--- src/rtl/mesh_port_adapter.sv ---
// mesh_port_adapter: round-robin merge of NUM_CLIENTS requesters onto one mesh edge port,
// with in-order read tagging. Optional read watchdog enabled by MESH_PORT_READ_TIMEOUT_EN.
module mesh_port_adapter #(
  parameter int NUM_CLIENTS     = 4,
  parameter int ADDR_WIDTH      = 8,
  parameter int DATA_WIDTH      = 32,
  parameter int REQ_DEPTH       = 4,
  parameter int MAX_OUTSTANDING = 4,
  parameter int TIMEOUT_CYCLES  = 64
) (
  input  logic                              clk,
  input  logic                              reset,
  input  logic [NUM_CLIENTS-1:0]            req_valid,
  input  logic [NUM_CLIENTS-1:0]            req_write,
  input  logic [NUM_CLIENTS*ADDR_WIDTH-1:0] req_addr,
  input  logic [NUM_CLIENTS*DATA_WIDTH-1:0] req_data,
  output logic [NUM_CLIENTS-1:0]            req_ready,
  output logic [NUM_CLIENTS-1:0]            rsp_valid,
  output logic [DATA_WIDTH-1:0]             rsp_data,
  output logic [ADDR_WIDTH-1:0]             destinationAddressOut,
  output logic                              readOut,
  output logic                              writeOut,
  output logic [DATA_WIDTH-1:0]             dataOut,
  input  logic                              readReadyIn,
  input  logic [DATA_WIDTH-1:0]             dataIn,
`ifdef MESH_PORT_READ_TIMEOUT_EN
  output logic                              rsp_timeout,
`endif
  output logic [$clog2(MAX_OUTSTANDING):0]  outstanding,
  output logic                              err_unexpected
);

  localparam int CW = (NUM_CLIENTS > 1) ? $clog2(NUM_CLIENTS) : 1;
  localparam int RW = $clog2(REQ_DEPTH);
  localparam int TW = $clog2(MAX_OUTSTANDING);
  localparam int EW = CW + 1 + ADDR_WIDTH + DATA_WIDTH;
  localparam logic [RW:0] ReqFullCount = (RW+1)'(REQ_DEPTH);
  localparam logic [TW:0] MaxOutCount  = (TW+1)'(MAX_OUTSTANDING);

  logic [ADDR_WIDTH-1:0] clientAddr [NUM_CLIENTS];
  logic [DATA_WIDTH-1:0] clientData [NUM_CLIENTS];
  logic [CW-1:0]         rotIdx     [NUM_CLIENTS];

  logic [CW-1:0] rrPtrReg;
  logic [CW-1:0] grantIdx;
  logic          grantFound;
  logic          transfer;

  logic [EW-1:0] reqMem [REQ_DEPTH];
  logic [RW-1:0] reqWrPtrReg;
  logic [RW-1:0] reqRdPtrReg;
  logic [RW:0]   reqCountReg;
  logic [EW-1:0] reqEntry;
  logic [EW-1:0] headEntry;
  logic [CW-1:0] headId;
  logic          headWrite;
  logic [ADDR_WIDTH-1:0] headAddr;
  logic [DATA_WIDTH-1:0] headData;
  logic          canIssue;
  logic          issueRead;

  logic [CW-1:0] tagMem [MAX_OUTSTANDING];
  logic [TW-1:0] tagWrPtrReg;
  logic [TW-1:0] tagRdPtrReg;
  logic [TW:0]   outstandingReg;
  logic [CW-1:0] tagHead;
  logic          tagPop;
  logic          timeoutHit;
  logic [NUM_CLIENTS-1:0] rspValidNext;

  // Per-client slices and the rotated scan order starting at the round-robin pointer
  for (genvar gi = 0; gi < NUM_CLIENTS; gi++) begin : g_client
    assign clientAddr[gi] = req_addr[gi*ADDR_WIDTH +: ADDR_WIDTH];
    assign clientData[gi] = req_data[gi*DATA_WIDTH +: DATA_WIDTH];
    assign rotIdx[gi]     = CW'((int'(rrPtrReg) + gi) % NUM_CLIENTS);
  end

  always_comb begin
    grantIdx   = '0;
    grantFound = 1'b0;
    for (int k = 0; k < NUM_CLIENTS; k++) begin
      if (!grantFound && req_valid[rotIdx[k]]) begin
        grantIdx   = rotIdx[k];
        grantFound = 1'b1;
      end
    end
  end

  assign transfer = grantFound && (reqCountReg != ReqFullCount) && !reset;

  always_comb begin
    req_ready = '0;
    if (transfer) req_ready[grantIdx] = 1'b1;
  end

  assign reqEntry  = {grantIdx, req_write[grantIdx], clientAddr[grantIdx], clientData[grantIdx]};
  assign headEntry = reqMem[reqRdPtrReg];
  assign headId    = headEntry[EW-1 -: CW];
  assign headWrite = headEntry[ADDR_WIDTH+DATA_WIDTH];
  assign headAddr  = headEntry[DATA_WIDTH +: ADDR_WIDTH];
  assign headData  = headEntry[DATA_WIDTH-1:0];

  // A read at the head waits for a free slot and holds back everything behind it
  assign canIssue  = (reqCountReg != '0) && (headWrite || (outstandingReg < MaxOutCount));
  assign issueRead = canIssue && !headWrite;

  assign tagHead = tagMem[tagRdPtrReg];
  assign tagPop  = (readReadyIn && (outstandingReg != '0)) || timeoutHit;

  always_comb begin
    rspValidNext = '0;
    if (tagPop) rspValidNext[tagHead] = 1'b1;
  end

  always_ff @(posedge clk) begin
    if (transfer)  reqMem[reqWrPtrReg] <= reqEntry;
    if (issueRead) tagMem[tagWrPtrReg] <= headId;
  end

  always_ff @(posedge clk or posedge reset) begin
    if (reset) begin
      rrPtrReg              <= '0;
      reqWrPtrReg           <= '0;
      reqRdPtrReg           <= '0;
      reqCountReg           <= '0;
      tagWrPtrReg           <= '0;
      tagRdPtrReg           <= '0;
      outstandingReg        <= '0;
      readOut               <= 1'b0;
      writeOut              <= 1'b0;
      destinationAddressOut <= '0;
      dataOut               <= '0;
      rsp_valid             <= '0;
      rsp_data              <= '0;
      err_unexpected        <= 1'b0;
    end else begin
      if (transfer) begin
        reqWrPtrReg <= reqWrPtrReg + 1'b1;
        rrPtrReg    <= (grantIdx == CW'(NUM_CLIENTS-1)) ? '0 : grantIdx + 1'b1;
      end
      if (canIssue) reqRdPtrReg <= reqRdPtrReg + 1'b1;
      reqCountReg <= reqCountReg + {{RW{1'b0}}, transfer} - {{RW{1'b0}}, canIssue};

      readOut  <= issueRead;
      writeOut <= canIssue && headWrite;
      if (canIssue) begin
        destinationAddressOut <= headAddr;
        dataOut               <= headData;
      end

      if (issueRead) tagWrPtrReg <= tagWrPtrReg + 1'b1;
      if (tagPop)    tagRdPtrReg <= tagRdPtrReg + 1'b1;
      outstandingReg <= outstandingReg + {{TW{1'b0}}, issueRead} - {{TW{1'b0}}, tagPop};

      rsp_valid <= rspValidNext;
      if (tagPop) rsp_data <= readReadyIn ? dataIn : '0;
      if (readReadyIn && (outstandingReg == '0)) err_unexpected <= 1'b1;
    end
  end

`ifdef MESH_PORT_READ_TIMEOUT_EN
  localparam int AgeW = $clog2(TIMEOUT_CYCLES + 1);
  logic [AgeW-1:0] ageReg;

  // A real response in the same cycle always takes precedence over the watchdog
  assign timeoutHit = (outstandingReg != '0) && !readReadyIn &&
                      (ageReg == AgeW'(TIMEOUT_CYCLES - 1));

  always_ff @(posedge clk or posedge reset) begin
    if (reset) begin
      ageReg      <= '0;
      rsp_timeout <= 1'b0;
    end else begin
      rsp_timeout <= timeoutHit;
      if ((outstandingReg == '0) || tagPop) ageReg <= '0;
      else                                  ageReg <= ageReg + 1'b1;
    end
  end
`else
  assign timeoutHit = 1'b0;
`endif

  assign outstanding = outstandingReg;

endmodule
--- config.mk ---
export PLATFORM = sky130hd
export DESIGN_NAME = mesh_port_adapter
export DESIGN_NICKNAME = d
export VERILOG_FILES = /design/src/rtl/mesh_port_adapter.sv
export SDC_FILE = /design/constraint.sdc
export NUM_CORES = 1
export LEC_CHECK = 0
export ABC_AREA = 0
export BUFFER_PORTS_ARGS = -buffer_cell sky130_fd_sc_hd__buf_2
export CAP_MARGIN = 25
export CORE_ASPECT_RATIO = 0.9
export CORE_MARGIN = 2
export CORE_UTILIZATION = 30
export CTS_BUF_LIST = sky130_fd_sc_hd__clkbuf_4
export DETAILED_ROUTE_END_ITERATION = 8
export GPL_TIMING_DRIVEN = 1
export PLACE_DENSITY = 0.56
export SLEW_MARGIN = 20
export SYNTH_ARGS = -nofsm -noshare
export SYNTH_HDL_FRONTEND = slang
export SYNTH_SLANG_ARGS = --single-unit
--- constraint.sdc ---
create_clock -name clk -period 3.4 [get_ports clk]
set_input_delay 0.17 -clock clk [delete_from_list [all_inputs] [get_ports clk]]
set_output_delay 0.17 -clock clk [all_outputs]
set_load 0.005 [all_outputs]
==> metrics <==
Buffers on Ports=288; global-route wire length before repair=44900 um; Mapped Cells=708; DRC viols=0; Avg WL per Cell=16.7 um; R2R Setup Slk=0.20 ns; VDD IR max=0.000361 V; Synth area leaders=edfxtp_1, dfrtp_1, mux2i_1; Vias/cell=4.33; via count=7969; worst hold path type=in2reg; Worst setup SP type=flop; GR Util All Layers=0.146; vias in the first global route=8415; CP required=3.84 ns; clock buffer depth=3; critical path data arrival time=3.64 ns; Starting Density=0.302; CP Capture Type=flop; Comb power frac=0.394; Synth warnings=0; clk slew on worst S/H paths=0.06 ns; CTS tree=done; wirelength, routed=30800 um; Final ANT Viol Nets=0; RSZ-0062 raised after global routing=no; end of the critical path=reqMem[0][31]; H-tree depth=3; Rows=69; area leader, netlist=edfxtp_1; PwrDens=831 nW/um2; status=finished, final reports clean; DP HPWL=17800 um; root buf cell=clkbuf_4; Reg2Reg Launch Point=rrPtrReg[1]; flops & latches, synth=275; routability cong.=0.694; Max Clock Skew=0.0377 ns; Clk pwr share=0.221; min Tclk post-route=3.20 ns; Least-Margin Pin Slew=0.926 ns; syn_area_per_cell=16.8 um2; placed cell count=1514; drt initial violations=400; switching power=4.38 mW; Worst Setup SP=rrPtrReg[1]; CTS Sinks=275; Syn Nets=929; Die Y=193 um; Post-Layout Cell Count=1842; initial antenna violation count=2; final worst slack=0.201 ns; First-pass DRT Iterations=4; fillers=3568; Final TNS setup=0 ns; sequential share of the synthesized area=0.655; Post-Place Setup Slack=0.855 ns; Slew HR=0.383; design area=16900 um2; total leakage power=7.39 nW; Ports=289; final net count=1470; Final Cycle Share=0.941; placed standard-cell area=14000 um2; clock buffer count from CTS=77; clk_lat worst skew=0.71 ns; final hold violation count=0; P_int=9.67 mW; largest net degree at the start of global routing=58; RR Endpoint=reqMem[0][31]; Reg power frac=0.384; hold depth=3; die area=41200 um2; synthesized area=11900 um2; Syn-to-layout area delta=42.3%; HP Start=req_data[122]; Die Span X=214 um; share of layout cells above drive strength 1=0.415; Slew Limit Fails=0; overall power=14.1 mW; Yosys top cell area share=0.455; Setup Crit Path Kind=reg2reg; Finish-stage setup viols=0; depth of the worst register-to-register path=8; Max-Cap Viols=0; switching fraction of total power=0.312; crit path max fanout=8; Fmax=313 MHz; Synth cell types=35; GR Overflow Total=0; core box area=39300 um2
==> flip-flops by register name, summed over array words and instances, names as in the netlist <==
register and cells:
err_unexpected 1, rsp_valid 4, reqMem 172, reqRdPtrReg 2, readOut 1, tagRdPtrReg 2
tagMem 8, destinationAddressOut 8, rsp_data 32, outstanding 3, reqWrPtrReg 2, tagWrPtrReg 2
rrPtrReg 2, writeOut 1, dataOut 32, reqCountReg 3
==> cells by family (layout without fill, tap and decap cells) <==
family                   count (synthesis)  count (layout)  synth area share
flip-flops                             275             275             0.655
multiplexers                           210             210             0.241
AND/OR/NAND/NOR                        127             127            0.0451
buffers and inverters                   56             654            0.0244
adder cells (fa/ha/maj)                 18              18            0.0202
AO/OA/AOI/OAI                           12              13           0.00727
XOR/XNOR                                10              10           0.00737
other                                    0               3                 0
==> cells in the mapped netlist, drive strengths merged <==
cell type  number
edfxtp        180
mux2i         124
nand2         100
dfrtp          95
mux4           45
mux2           41
buf            27
inv            18
ha             16
and2           13
clkbuf         10
xnor2           7
a21oi           4
nor2            4
nor3            4
nand2b          3
o21ai           3
xor2            3
fa              2
a211oi          1
a21o            1
a311oi          1
and3            1
clkinv          1
nor3b           1
nor4            1
o22ai           1
o2bb2a          1
==> how the worst min path moves through the flow <==
stage,slack [ns],endpoint
2_1_floorplan,0.28,rsp_data[0]
3_3_place_gp,0.31,reqCountReg[1]
3_5_place_dp,0.30,reqCountReg[1]
4_1_cts,0.003,reqMem[2][26]
5_1_grt,0.01,reqMem[2][26]
6_report,0.08,reqMem[2][26]
==> power groups by stage <==
stage	clock, mW	combinational [mW]	sequential [mW]
after detailed placement	0	5.15	5.45
after CTS	3.26	5.57	5.41
final	3.11	5.54	5.40
after global placement	0	5.06	5.44
after floorplan	0	3.57	5.38
after global routing	3.43	6.09	5.51
==> layer usage <==
layer	vias to the layer above	routed length, um	GRT usage
met3	62	1950	0.0441
li1	3769	-	-
met4	0	695	0.0572
met5	-	0	0
met1	3849	13000	0.169
met2	289	15100	0.254
==> critical path: stages (launching register included) <==
cell	delay (ns)
dfrtp_1	0.58
a21oi_1	0.12
o21ai_1	0.37
o2bb2a_4	0.26
buf_12	0.17
mux2i_1	0.16
dlygate4sd3_1	0.58
mux2i_1	0.07
dlygate4sd3_1	0.61
==> cell type report <==
cell class                      instances  area [um2]  area share
Sequential cell                       275        7790       0.461
Clock buffer                          122         916      0.0542
Timing Repair Buffer                  498        3490       0.207
Inverter                               19        73.8     0.00437
Multi-Input combinational cell        378        3850       0.228
Clock inverter                         15         110     0.00651
Antenna cell                            3        7.51    0.000444
Tap cell                              532         666      0.0394
==> cells in the final DEF (no fill, tap or decap), types with 28 or more instances in the layout <==
| master | netlist | final |
|---|---|---|
| clkbuf_4 | 0 | 122 |
| buf_4 | 7 | 28 |
| dlygate4sd3_1 | 0 | 180 |
| edfxtp_1 | 180 | 180 |
| nand2_1 | 100 | 100 |
| buf_2 | 13 | 288 |
| dfrtp_1 | 95 | 93 |
| mux2_4 | 38 | 38 |
| mux2i_1 | 124 | 124 |
| mux4_2 | 45 | 45 |
==> through the flow <==
stage,utilization,hold slack (ns)
2_1_floorplan,-,0.275
3_3_place_gp,0.356,0.306
3_5_place_dp,0.356,0.305
4_1_cts,0.428,0.00345
5_1_grt,0.430,0.0102
6_report,0.430,0.0839
==> repair_timing <==
item,4_1_cts,5_1_grt
hold buffers,180,0
endpoints found under the hold margin,247,0
setup buffers,0,7
setup endpoints to repair,0,18
gates resized for setup,0,1
(Power assumes the default switching activity.)
